$ cat src/rtl/mem_arb_pkg.sv
// mem_arb_pkg: shared encodings for the two-client memory arbiter.
//   arb_state_t : arbiter FSM state (IDLE -> BUSY -> GAP -> IDLE)
//   client_t    : client identifier, CLI_I (instruction cache) / CLI_D (data cache)
package mem_arb_pkg;

  typedef enum logic [1:0] {
    ST_IDLE = 2'd0,
    ST_BUSY = 2'd1,
    ST_GAP  = 2'd2
  } arb_state_t;

  typedef enum logic {
    CLI_I = 1'b0,
    CLI_D = 1'b1
  } client_t;

endpackage

$ cat src/rtl/mem_arb_pick.sv
// mem_arb_pick: winner selection between the I-cache and D-cache clients.
// Purely combinational; only meaningful when at least one request is present.
//   Build option MEM_ARBITER_RR_EN:
//     undefined : fixed priority, D-cache wins simultaneous requests
//     defined   : round-robin, the client not granted last wins a tie
// Ports:
//   ic_req     in  I-cache is requesting
//   dc_req     in  D-cache is requesting (read or write)
//   last_grant in  client granted most recently (round-robin pointer)
//   winner     out selected client
module mem_arb_pick
  import mem_arb_pkg::*;
(
  input  logic    ic_req,
  input  logic    dc_req,
  input  client_t last_grant,
  output client_t winner
);

  always_comb begin
    winner = CLI_D;
`ifdef MEM_ARBITER_RR_EN
    if (ic_req && dc_req) begin
      winner = (last_grant == CLI_D) ? CLI_I : CLI_D;
    end else if (ic_req) begin
      winner = CLI_I;
    end
`else
    if (ic_req && !dc_req) begin
      winner = CLI_I;
    end
`endif
  end

`ifndef MEM_ARBITER_RR_EN
  // The pointer is not consulted under fixed priority.
  logic unused_last_grant;
  assign unused_last_grant = last_grant;
`endif

endmodule

$ cat src/rtl/mem_arbiter.sv
// mem_arbiter: shares one memory port between a read-only I-cache client and
// a read/write D-cache client.
//   Build option MEM_ARBITER_RR_EN selects round-robin instead of fixed
//   D-cache priority (see mem_arb_pick).
// Handshake: a client holds *_mem_read / dc_mem_write (with address/data)
// until it sees its *_mem_ready pulse; it may withdraw, but a grant is never
// revoked. Toward memory, mem_read/mem_write/mem_addr/mem_wdata come straight
// from registers, stay constant for the whole grant, and the single-cycle
// mem_ready pulse completes the transfer. Memory read data is passed to both
// clients unconditionally; only the ready strobe is steered.
// Ports:
//   clk, proc_reset_n             clock (rising edge), async active-low reset
//   ic_mem_read/addr              I-cache refill request
//   ic_mem_rdata/ready            I-cache response
//   dc_mem_read/write/addr/wdata  D-cache refill / write-back request
//   dc_mem_rdata/ready            D-cache response
//   mem_read/write/addr/wdata     memory request (registered)
//   mem_rdata/ready               memory response
//   dbg_state                     current FSM state
module mem_arbiter
  import mem_arb_pkg::*;
#(
  parameter int ADDR_W = 28,
  parameter int LINE_W = 128
) (
  input  logic              clk,
  input  logic              proc_reset_n,
  input  logic              ic_mem_read,
  input  logic [ADDR_W-1:0] ic_mem_addr,
  output logic [LINE_W-1:0] ic_mem_rdata,
  output logic              ic_mem_ready,
  input  logic              dc_mem_read,
  input  logic              dc_mem_write,
  input  logic [ADDR_W-1:0] dc_mem_addr,
  input  logic [LINE_W-1:0] dc_mem_wdata,
  output logic [LINE_W-1:0] dc_mem_rdata,
  output logic              dc_mem_ready,
  output logic              mem_read,
  output logic              mem_write,
  output logic [ADDR_W-1:0] mem_addr,
  output logic [LINE_W-1:0] mem_wdata,
  input  logic [LINE_W-1:0] mem_rdata,
  input  logic              mem_ready,
  output arb_state_t        dbg_state
);

  arb_state_t        state_q, state_d;
  client_t           grant_q;
  client_t           rr_last_q;
  client_t           winner;
  logic              mem_read_q, mem_write_q;
  logic [ADDR_W-1:0] mem_addr_q;
  logic [LINE_W-1:0] mem_wdata_q;

  logic dc_req, any_req, start, done;

  assign dc_req  = dc_mem_read | dc_mem_write;
  assign any_req = ic_mem_read | dc_req;
  assign start   = (state_q == ST_IDLE) && any_req;
  // mem_ready only counts while a grant is outstanding.
  assign done    = (state_q == ST_BUSY) && mem_ready;

  mem_arb_pick u_pick (
    .ic_req     (ic_mem_read),
    .dc_req     (dc_req),
    .last_grant (rr_last_q),
    .winner     (winner)
  );

  // Next-state logic.
  always_comb begin
    state_d = state_q;
    case (state_q)
      ST_IDLE: if (any_req) state_d = ST_BUSY;
      ST_BUSY: if (mem_ready) state_d = ST_BUSY == state_q ? ST_GAP : ST_BUSY;
      // One dead cycle so the finishing client's follow-up request is
      // sampled only after it has seen its ready.
      ST_GAP:  state_d = ST_IDLE;
      default: state_d = ST_IDLE;
    endcase
  end

  always_ff @(posedge clk or negedge proc_reset_n) begin
    if (!proc_reset_n) begin
      state_q <= ST_IDLE;
    end else begin
      state_q <= state_d;
    end
  end

  // Request registers: loaded on grant, cleared on completion.
  always_ff @(posedge clk or negedge proc_reset_n) begin
    if (!proc_reset_n) begin
      grant_q     <= CLI_D;
      rr_last_q   <= CLI_I;
      mem_read_q  <= 1'b0;
      mem_write_q <= 1'b0;
      mem_addr_q  <= '0;
      mem_wdata_q <= '0;
    end else if (start) begin
      grant_q   <= winner;
      rr_last_q <= winner;
      if (winner == CLI_D) begin
        // read+write together is a write-back.
        mem_read_q  <= ~dc_mem_write;
        mem_write_q <= dc_mem_write;
        mem_addr_q  <= dc_mem_addr;
        mem_wdata_q <= dc_mem_write ? dc_mem_wdata : '0;
      end else begin
        mem_read_q  <= 1'b1;
        mem_write_q <= 1'b0;
        mem_addr_q  <= ic_mem_addr;
        mem_wdata_q <= '0;
      end
    end else if (done) begin
      mem_read_q  <= 1'b0;
      mem_write_q <= 1'b0;
      mem_addr_q  <= '0;
      mem_wdata_q <= '0;
    end
  end

  assign mem_read     = mem_read_q;
  assign mem_write    = mem_write_q;
  assign mem_addr     = mem_addr_q;
  assign mem_wdata    = mem_wdata_q;

  assign ic_mem_ready = done && (grant_q == CLI_I);
  assign dc_mem_ready = done && (grant_q == CLI_D);
  assign ic_mem_rdata = mem_rdata;
  assign dc_mem_rdata = mem_rdata;

  assign dbg_state    = state_q;

endmodule

$ cat config.mk
export PLATFORM = sky130hd
export DESIGN_NAME = mem_arbiter
export DESIGN_NICKNAME = d
export VERILOG_FILES = /design/src/rtl/mem_arb_pkg.sv /design/src/rtl/mem_arb_pick.sv /design/src/rtl/mem_arbiter.sv
export SDC_FILE = /design/constraint.sdc
export NUM_CORES = 1
export LEC_CHECK = 0
export ABC_AREA = 1
export CAP_MARGIN = 0
export CORE_AREA = 2 2 289 291
export CTS_BUF_LIST = sky130_fd_sc_hd__clkbuf_16
export CTS_CLUSTER_SIZE = 25
export DETAILED_ROUTE_END_ITERATION = 16
export DIE_AREA = 0 0 291 293
export DONT_BUFFER_PORTS = 1
export GPL_ROUTABILITY_DRIVEN = 0
export GPL_TIMING_DRIVEN = 0
export SLEW_MARGIN = 10
export SYNTH_ARGS = -nofsm -noshare
export SYNTH_HDL_FRONTEND = slang
export SYNTH_SLANG_ARGS = --single-unit
$ cat constraint.sdc
create_clock -name clk -period 2.1 [get_ports clk]
set_input_delay 0.42 -clock clk [delete_from_list [all_inputs] [get_ports clk]]
set_output_delay 0.42 -clock clk [all_outputs]
set_load 0.02 [all_outputs]
After elaboration in Yosys (flattened, before gate mapping)
Index checks and enable logic that the tools add are counted.
- equal/unequal tests: 4
- mux-type cells: 17
- bitwise operators: 4
- reductions and logical operators: 9
- operator list (operator ; number):
    2-to-1 mux 128 bit ; 4
    2-to-1 mux 28 bit ; 3
    2-to-1 mux 1 bit ; 6
    2-to-1 mux 2 bit ; 3
    logical AND 1 bit ; 5
    != test 2 bit, second input constant ; 2
    case mux 2 bit (2 select lines) ; 1
    == test 1 x 2 -> 1 bit, first input constant ; 1
    == test 2 x 1 -> 1 bit, second input constant ; 1
    zero test 2 bit ; 1
    NOT 1 bit ; 2
    OR 1 bit ; 2
    AND reduction 2 bit ; 1
    nonzero test 2 bit ; 1
    zero test 1 bit ; 1
- register bits after elaboration: 161
- input port bits: 318
- output and inout port bits: 418
- logic and storage cells: 40

Longest topological paths before layout
Gate-level depths: netlist of run 1.
- depth after elaboration: 5
- mapped depth: 7
- mapped depth without buffers: 6

Cells and area by module
A second synthesis of run 1 with hierarchy kept.
- cells, all modules: 1088
- area total of the unflattened synthesis: 9183.8 um2
- modules (own cells, without submodules) (module ; times used ; cells an instance ; area each (um2) ; sequential area each (um2)):
    mem_arbiter ; 1 ; 1086 ; 9176.3 ; 4055.1
    mem_arb_pick ; 1 ; 2 ; 7.5 ; 0.0

Worst setup path before layout of run 1
No wires, ideal clock.
- path kind: register to output
- start point: register state_q[1] (netlist: dbg_state[1])
- end point: output port dc_mem_ready
- arrival: 1314 ps
- required time: 1680 ps
- slack: 366 ps
- stages on the path, launching flop included: 6
- path buffers: 2
- path through: dfrtp_1 inv_1 nand3_2 buf_2 buf_2 nor2_1
- cells in the longest elaborated chain, start to end: 3
- ends and longest elaborated chain (what ; line ; text):
    start, declared ; mem_arbiter.sv:47 ; arb_state_t state_q, state_d;
    start signal, assigned ; mem_arbiter.sv:87 ; state_q <= state_d;
    == test 2 x 1 -> 1 bit ; mem_arbiter.sv:61 ; assign done = (state_q == ST_BUSY) && mem_ready;
    logical AND 1 bit ; mem_arbiter.sv:61 ;
    logical AND 1 bit ; mem_arbiter.sv:129 ; assign dc_mem_ready = done && (grant_q == CLI_D);
    end, declared ; mem_arbiter.sv:37 ; output logic dc_mem_ready,
Every way passes these cells.

Worst setup path in the final report of run 1
- start point: register state_q[1] (netlist: dbg_state[1])
- end point: output port ic_mem_ready
- cells in the longest elaborated chain, start to end: 3
- ends and longest elaborated chain (what ; line ; text):
    == test 2 x 1 -> 1 bit ; mem_arbiter.sv:61 ;
    logical AND 1 bit ; mem_arbiter.sv:61 ;
    logical AND 1 bit ; mem_arbiter.sv:128 ; assign ic_mem_ready = done && (grant_q == CLI_I);
    end, declared ; mem_arbiter.sv:31 ; output logic ic_mem_ready,
Every way passes these cells.

==> impl_metrics.py, run 1 <==
metrics = {
    "detailed_routing": {
        "wl_per_cell_um": 19.11,
        "ant_nets": 0,
        "wl_um": 43180,
        "drcViolationCount": 0,
        "avgViaCountPerCell": 3.545,
        "drtIter0Drc": 297,
        "vias": 8009,
        "firstDrtPassIters": 5,
    },
    "logic_synthesis": {
        "netlist_instances": 1111,
        "synth_nets": 1429,
        "synth.distinct_cells": 16,
        "synth-seq-cells": 161,
        "syn_area_sq_mm": 0.009285,
        "synth_seq_area_share": 0.4340,
        "yosys_warnings": 0,
        "avgSynthCellArea_sq_um": 8.357,
    },
    "grt": {
        "grt_pass1_wl_um": 57530,
        "grt_pass1_vias": 7634,
        "grt_overflow": 0,
        "grt_max_degree": 162,
        "grt_busiest_layer": "met2",
        "met3_usage": 0.03744,
        "use_met1": 0.1220,
        "antenna_found_initial": 14,
        "met2_usage": 0.1379,
        "grt_usage": 0.09698,
    },
    "clocking": {
        "htree_levels": 4,
        "cts_buffers": 17,
        "cts_tree": "built",
        "hold_buffers": 36,
        "clk_latency_ns": 0.51,
        "root_buffer": "clkbuf_16",
        "cts_buffer_depth": 2,
        "clock_sinks": 161,
        "clkTransAtPathRegs_ns": 0.07,
    },
    "timing": {
        "fin_skew_ns": 0.01798,
        "hold_ws_ns": -0.3862,
        "fin_ws_ns": 0.1064,
        "min_period_ns": 1.994,
        "max_freq_mhz": 501.6,
        "drv_slew": 0,
        "final_hold_viol_count": 161,
        "rsz0062_at_grt": "true",
        "fin_crit_sh": 0.9493,
        "tightestPinTransition_ns": 0.9401,
        "setup_viol": 0,
        "relSlewSlack": 0.3733,
    },
    "place": {
        "place_ws_ns": -0.6931,
        "dp_cells": 2181,
        "numPortBuffers": 0,
        "dpl.hpwl_um": 34450,
    },
    "floorplanning": {
        "start_util": 0.1134,
        "die-area_sq_mm": 0.08526,
        "die_w_um": 291,
        "die_h_um": 293,
        "design.portCount": 736,
        "core_sq_mm": 0.08185,
        "rows": 105,
    },
    "worst_hold_path": {
        "holdCritPathClass": "in2async",
    },
    "setup_path": {
        "crit_required_ns": 1.68,
        "start_kind": "flop",
        "critPathMaxFanout": 3,
        "timing.rr.end": "mem_wdata[20]",
        "critPathMaxStageDelay_ns": 0.49,
        "crit_buf_inv": 2,
        "critPathSlowestCell": "dfrtp_2",
        "path_cells": "inv_2 -> nand3_4 -> buf_12 -> nor2_4",
        "critical_path_class": "reg2out",
        "r2r.worst_path.cells": 5,
        "crit_family": "flip-flops",
        "cp_data_arrival_time_ns": 1.57,
        "timing.rr.start": "dbg_state[0]",
        "rrSetupSlack_ns": 0.18,
        "end_kind": "output port",
    },
    "finish": {
        "area_growth_pct": 26.18,
        "stdcell_count": 2259,
        "nets": 1487,
        "drive_above_1_share": 0.3113,
    },
    "outcome": {
        "violations": "negative hold slack",
        "status": "complete, but fails checks",
    },
    "flow_run": {
        "drv_cap": 0,
    },
    "power": {
        "powerDensity_mw_per_mm2": 1341,
        "ir_worst_vdd_v": 0.0006594,
        "p_leak_nw": 5.856,
    },
}
[state kept, by name (all words and copies together) (netlist names)]
| register | count |
|---|---|
| mem_read | 1 |
| dbg_state | 2 |
| grant_q | 1 |
| mem_addr | 28 |
| mem_wdata | 128 |
| mem_write | 1 |
[through the flow]
stage	TNS (ns)	power (mW)	util	cell area (sq um)
3_3_place_gp	-18.59	12.24	0.1298	10620
5_1_grt	-0.08549	16.75	0.1431	11710
2_1_floorplan	0	10.23	-	9285
3_5_place_dp	-18.40	12.30	0.1298	10620
6_report	0	15.72	0.1431	11720
4_1_cts	-0.09157	16.10	0.1429	11700
[cells by family after synthesis]
kind of cell | Yosys count | synth area share
AOI/OAI and AO/OA | 2 | 0.001078
buffers and inverters | 405 | 0.2800
DFF | 161 | 0.4340
and+or+nand+nor | 543 | 0.2849
[where the power goes]
group          switching (mW)  internal, mW
Clock                    1.62          1.82
Sequential               3.03          4.43
Combinational            3.20          1.62
[worst max-delay path by stage]
stage | start | to | cells past startpoint
2_1_floorplan | dbg_state[1] | dc_mem_ready | 5
3_5_place_dp | dbg_state[0] | dc_mem_ready | 4
4_1_cts | dbg_state[1] | dc_mem_ready | 4
5_1_grt | dbg_state[1] | ic_mem_ready | 4
3_3_place_gp | dbg_state[0] | dc_mem_ready | 4
6_report | dbg_state[1] | ic_mem_ready | 4
[Yosys cell counts]
library cell / n / area share
buf_6: 2 / 0.0024
o21ai_0: 2 / 0.0011
nand2_2: 3 / 0.0020
nand4_1: 128 / 0.086
buf_1: 9 / 0.0036
nand2_1: 193 / 0.078
clkbuf_1: 13 / 0.0053
buf_4: 266 / 0.22
nor2_1: 2 / 0.00081
nand3_1: 214 / 0.12
dfstp_2: 1 / 0.0028
nor2_2: 2 / 0.0013
buf_2: 53 / 0.029
dfrtp_1: 160 / 0.43
nand3_2: 1 / 0.0011
inv_1: 62 / 0.025
[cell usage in the layout (no fill, tap or decap), types with 3 or more instances in the layout]
cell type / Yosys / final
inv_1: 62 / 61
nand2_2: 3 / 3
diode_2: 0 / 7
dlygate4sd3_1: 0 / 36
nand4_1: 128 / 128
dfrtp_1: 160 / 158
buf_2: 53 / 50
nand2_1: 193 / 193
inv_8: 0 / 3
clkbuf_1: 13 / 13
nand3_1: 214 / 214
clkbuf_16: 0 / 17
inv_6: 0 / 3
clkinv_8: 0 / 4
buf_1: 9 / 9
buf_4: 266 / 270
[layer usage]
metal | wire, um | part of all wire
met5 | 34 | 0.00079
met4 | 2205 | 0.051
met3 | 3617 | 0.084
met2 | 18680 | 0.43
met1 | 18650 | 0.43
[what timing repair did]
item	CTS	global route
setup endpoints to repair	102	2
resized for setup	13	0
setup buffers	4	0
pin swaps	2	2
endpoints found under the hold margin	197	161
[cell type report]
type                       instances  area, sq um
antenna                            7        17.52
buffer                           342         2380
clock buffer                      17        425.4
clock inverter                    15        209.0
fill                            9289        70130
inverter                          62        232.7
multi-input combinational        545         2678
sequential                       161         4033
tap                             1070         1339
timing repair buffer              40        402.9
Note: power is estimated with default switching activity, not from simulation.
==> run 2: changes to the inputs <==
- HOLD_SLACK_MARGIN: default -> 0.03
- PLACE_DENSITY: default -> 0.3
==> impl_metrics.py, run 2 (synthesis results as in run 1) <==
metrics = {
    "place": {
        "numPortBuffers": 0,
        "dp_cells": 2181,
        "dpl.hpwl_um": 34860,
    },
    "clocking": {
        "cts_tree": "built",
        "root_buffer": "clkbuf_16",
        "clk_latency_ns": 0.50,
        "htree_levels": 4,
        "clkTransAtPathRegs_ns": 0.07,
        "clock_sinks": 161,
        "cts_buffer_depth": 2,
        "hold_buffers": 93,
        "cts_buffers": 17,
    },
    "floorplanning": {
        "design.portCount": 736,
        "start_util": 0.1134,
        "core_sq_mm": 0.08185,
        "rows": 105,
        "die_w_um": 291,
        "die-area_sq_mm": 0.08526,
        "die_h_um": 293,
    },
    "detailed_routing": {
        "wl_per_cell_um": 19.40,
        "drtIter0Drc": 339,
        "wl_um": 44760,
        "firstDrtPassIters": 4,
        "drcViolationCount": 0,
        "ant_nets": 0,
        "avgViaCountPerCell": 3.499,
        "vias": 8072,
    },
    "setup_path": {
        "timing.rr.end": "mem_wdata[15]",
        "crit_required_ns": 1.68,
        "start_kind": "flop",
        "path_cells": "inv_1 -> nand3_4 -> buf_12 -> nor2_4",
        "critPathSlowestCell": "dfrtp_2",
        "r2r.worst_path.cells": 6,
        "crit_buf_inv": 2,
        "cp_data_arrival_time_ns": 1.57,
        "timing.rr.start": "dbg_state[1]",
        "critical_path_class": "reg2out",
        "critPathMaxFanout": 4,
        "critPathMaxStageDelay_ns": 0.48,
        "end_kind": "output port",
        "rrSetupSlack_ns": 0.19,
        "crit_family": "flip-flops",
    },
    "grt": {
        "antenna_found_initial": 5,
        "grt_pass1_vias": 8273,
        "grt_max_degree": 162,
        "grt_pass1_wl_um": 60650,
        "grt_overflow": 0,
        "grt_usage": 0.09984,
    },
    "finish": {
        "final_common_cell": "buf_4",
        "drive_above_1_share": 0.2929,
        "stdcell_count": 2307,
        "layout_common_cells": "buf_4, nand3_1, nand2_1",
        "nets": 1543,
        "largest_register_ffs": 128,
        "area_growth_pct": 31.72,
        "fillers": 9314,
    },
    "power": {
        "powerDensity_mw_per_mm2": 1304,
        "ir_worst_vdd_v": 0.0006134,
        "p_leak_nw": 6.080,
    },
    "timing": {
        "tightestPinTransition_ns": 1.146,
        "rsz0062_at_grt": "false",
        "setup_viol": 0,
        "max_freq_mhz": 502.4,
        "fin_skew_ns": 0.01576,
        "hold_ws_ns": -0.3657,
        "fin_crit_sh": 0.9477,
        "drv_slew": 0,
        "min_period_ns": 1.990,
        "relSlewSlack": 0.2358,
        "final_hold_viol_count": 161,
    },
    "worst_hold_path": {
        "holdCritPathClass": "in2async",
    },
    "flow_run": {
        "drv_cap": 0,
    },
    "outcome": {
        "status": "complete, but fails checks",
        "violations": "negative hold slack",
    },
}
[run 2: changes by cell type in the layout (fill, tap and decap cells not counted)]
cell / delta
dlygate4sd3_1: +57
inv_1: +2
inv_2: -1
clkinv_8: -4
clkinv_1: +1
inv_6: -2
inv_8: -1
clkinv_2: +1
bufinv_16: +2
diode_2: -6
buf_12: -1
[run 2: metrics by stage]
| stage | power [mW] | setup slack, ns | setup TNS, ns | area [sq um] | utilization |
|---|---|---|---|---|---|
| 3_5_place_dp | 12.51 | -0.7060 | -16.70 | 10620 | 0.1298 |
| 4_1_cts | 16.44 | 0.01478 | 0 | 12230 | 0.1494 |
| 3_3_place_gp | 12.46 | -0.7193 | -14.80 | 10620 | 0.1298 |
| 2_1_floorplan | 10.23 | 0.3662 | 0 | 9285 | - |
| 6_report | 15.95 | 0.1097 | 0 | 12230 | 0.1494 |
| 5_1_grt | 17.03 | 0.02154 | 0 | 12230 | 0.1494 |
[run 2: area by class of cell]
type                            instances  area [sq um]  area share
Sequential cell                       161          4033      0.3297
Multi-Input combinational cell        545          2678      0.2189
Buffer                                342          2380      0.1946
Tap cell                             1070          1339      0.1095
Timing Repair Buffer                   96         953.4     0.07795
Clock buffer                           17         425.4     0.03478
Inverter                               62         232.7     0.01903
Clock inverter                         13         187.7     0.01535
Antenna cell                            1         2.502   0.0002046
[run 2: worst max-delay path by stage]
| stage | start | end | slack, ns | cells past startpoint |
|---|---|---|---|---|
| 2_1_floorplan | dbg_state[1] | dc_mem_ready | 0.37 | 5 |
| 5_1_grt | dbg_state[1] | ic_mem_ready | 0.02 | 4 |
| 6_report | dbg_state[1] | dc_mem_ready | 0.11 | 4 |
| 4_1_cts | dbg_state[1] | ic_mem_ready | 0.01 | 4 |
| 3_5_place_dp | dbg_state[0] | ic_mem_ready | -0.71 | 4 |
| 3_3_place_gp | dbg_state[0] | ic_mem_ready | -0.72 | 4 |
[run 2: what timing repair did]
| action | CTS | global route |
|---|---|---|
| buffers inserted | 3 | 0 |
| endpoints found under the setup margin | 108 | 0 |
| resized for setup | 12 | 0 |
| endpoints found under the hold margin | 254 | 161 |
[run 2: layer usage]
layer  wire [um]  global-route usage
met5          34                   0
met4         693             0.02995
met3        3485             0.03986
met2       22520              0.1698
met1       18020              0.1149
[run 2: worst register-to-register path, stage by stage, from the launching register on]
cell,delay (ns)
dfrtp_2,0.46
inv_1,0.11
nand3_4,0.13
buf_4,0.24
clkbuf_1,0.65
nand3_1,0.17
nand2_1,0.09
[run 2: report_power, final]
part | switching (mW) | internal, mW
Clock | 1.53 | 1.98
Combinational | 3.30 | 1.67
Sequential | 3.04 | 4.43
==> run 3: changes to the inputs <==
- RECOVER_POWER: default -> 50
==> impl_metrics.py, run 3 (synthesis results as in run 1) <==
metrics = {
    "setup_path": {
        "setup.worst_path.end": "dc_mem_ready",
        "end_kind": "output port",
        "cp.depth": 4,
        "crit_required_ns": 1.68,
        "crit_buf_inv": 2,
        "timing.rr.start": "dbg_state[1]",
        "timing.rr.end": "mem_wdata[14]",
        "critPathMaxStageDelay_ns": 0.48,
        "critPathMaxFanout": 4,
        "crit_family": "flip-flops",
        "cp_data_arrival_time_ns": 1.57,
        "critical_path_class": "reg2out",
        "start_kind": "flop",
        "rrSetupSlack_ns": 0.19,
        "r2r.worst_path.cells": 6,
        "crit_start": "dbg_state[1]",
        "critPathSlowestCell": "dfrtp_2",
        "path_cells": "inv_1 -> nand3_4 -> buf_12 -> nor2_4",
    },
    "finish": {
        "drive_above_1_share": 0.1238,
        "area_growth_pct": 23.27,
        "nets": 1543,
        "largest_register_ffs": 128,
        "final_area_sq_mm": 0.01145,
        "final_common_cell": "clkbuf_1",
        "final_util": 0.1398,
        "fillers": 9562,
        "layout_common_cells": "clkbuf_1, nand3_1, nand2_1",
    },
    "place": {
        "dpl_cell_area_sq_mm": 0.01062,
        "numPortBuffers": 0,
        "place_ws_ns": -0.7060,
        "dpl.hpwl_um": 34860,
    },
    "detailed_routing": {
        "firstDrtPassIters": 5,
        "wl_per_cell_um": 19.38,
        "vias": 8050,
        "drcViolationCount": 0,
        "ant_nets": 0,
        "wl_um": 44720,
        "drtIter0Drc": 354,
        "avgViaCountPerCell": 3.489,
    },
    "grt": {
        "grt_max_degree": 162,
        "use_met1": 0.1149,
        "met3_usage": 0.03986,
        "met2_usage": 0.1698,
        "grt_overflow": 0,
        "grt_pass1_vias": 8273,
        "antenna_found_initial": 5,
        "grt_pass1_wl_um": 60650,
        "grt_usage": 0.09984,
        "grt_busiest_layer": "met2",
    },
    "timing": {
        "finalSetupTns_ns": 0,
        "min_period_ns": 1.994,
        "max_freq_mhz": 501.6,
        "drv_slew": 0,
        "final_hold_viol_count": 161,
        "setup_viol": 0,
        "fin_crit_sh": 0.9493,
        "rsz0062_at_grt": "false",
        "tightestPinTransition_ns": 1.174,
        "relSlewSlack": 0.2176,
        "hold_ws_ns": -0.3657,
        "fin_skew_ns": 0.01548,
        "fin_ws_ns": 0.1065,
    },
    "clocking": {
        "clkTransAtPathRegs_ns": 0.07,
        "clk_latency_ns": 0.50,
        "cts_buffers": 17,
        "htree_levels": 4,
        "cts_buffer_depth": 2,
        "cts_tree": "built",
        "hold_buffers": 93,
        "clock_sinks": 161,
        "root_buffer": "clkbuf_16",
    },
    "power": {
        "p_leak_nw": 5.322,
        "ir_worst_vdd_v": 0.0006123,
        "pwr-share-seq": 0.473,
        "p_sw_frac": 0.4989,
        "powerDensity_mw_per_mm2": 1378,
        "pwr-share-comb": 0.304,
        "power.net_switching_mw": 7.869,
        "intPower_mw": 7.903,
        "clkPwrFrac": 0.223,
    },
    "floorplanning": {
        "design.portCount": 736,
        "die_h_um": 293,
        "die-area_sq_mm": 0.08526,
        "core_sq_mm": 0.08185,
        "start_util": 0.1134,
        "die_w_um": 291,
        "rows": 105,
    },
    "outcome": {
        "violations": "negative hold slack",
        "status": "complete, but fails checks",
    },
    "flow_run": {
        "drv_cap": 0,
    },
    "worst_hold_path": {
        "holdCritPathClass": "in2async",
    },
}
-- run 3: cell count changes in the layout (fill, tap and decap cells not counted) --
cell	change
clkbuf_1	+209
buf_4	-209
-- run 3: timing repair --
action,4_1_cts,5_1_grt
gates resized for setup,12,0
setup buffers,3,0
endpoints found under the hold margin,254,161
endpoints found under the setup margin,108,0
-- run 3: how the worst min path moves through the flow --
stage                       from             end  slack (ns)  cells past startpoint
global placement    proc_reset_n   mem_wdata[82]        0.13                      0
floorplan           proc_reset_n    dbg_state[0]        0.12                      0
global route        proc_reset_n   mem_wdata[75]       -0.43                      0
finish              proc_reset_n   mem_wdata[82]       -0.37                      0
detailed placement  proc_reset_n   mem_wdata[82]        0.13                      0
CTS                 proc_reset_n  mem_wdata[106]       -0.45                      0
-- run 3: final cells by class --
| cell class | instances | area, sq um | share of cell area |
|---|---|---|---|
| Antenna cell | 1 | 2.502 | 0.0002186 |
| Buffer | 342 | 1595 | 0.1394 |
| Clock buffer | 17 | 425.4 | 0.03717 |
| Clock inverter | 13 | 187.7 | 0.01640 |
| Inverter | 62 | 232.7 | 0.02033 |
| Multi-Input combinational cell | 545 | 2678 | 0.2339 |
| Sequential cell | 161 | 4033 | 0.3523 |
| Tap cell | 1070 | 1339 | 0.1170 |
| Timing Repair Buffer | 96 | 953.4 | 0.08330 |
-- run 3: stage by stage --
stage / cells / total power [mW]
6_report: 2307 / 15.77
5_1_grt: 2307 / 16.85
4_1_cts: 2306 / 16.44
3_5_place_dp: 2181 / 12.51
3_3_place_gp: 2181 / 12.46
2_1_floorplan: 1111 / 10.23
-- run 3: routing by layer --
layer,wire (um),part of all wire
met1,18070,0.40
met2,22380,0.50
met3,3540,0.079
met4,693,0.015
met5,34,0.00076
-- run 3: worst register-to-register path: stages, from the launching register on --
cell and delay, ns:
dfrtp_2 0.46, inv_1 0.11, nand3_4 0.13, buf_4 0.25, clkbuf_1 0.64, nand3_1 0.18, nand2_1 0.09
-- run 3: power groups by stage --
stage | combinational (mW) | sequential, mW | clock (mW)
final | 4.79 | 7.46 | 3.52
after global routing | 5.39 | 7.65 | 3.81
after CTS | 5.15 | 7.55 | 3.74
after detailed placement | 4.91 | 7.59 | 0
after global placement | 4.85 | 7.60 | 0
after floorplan | 3.39 | 6.84 | 0
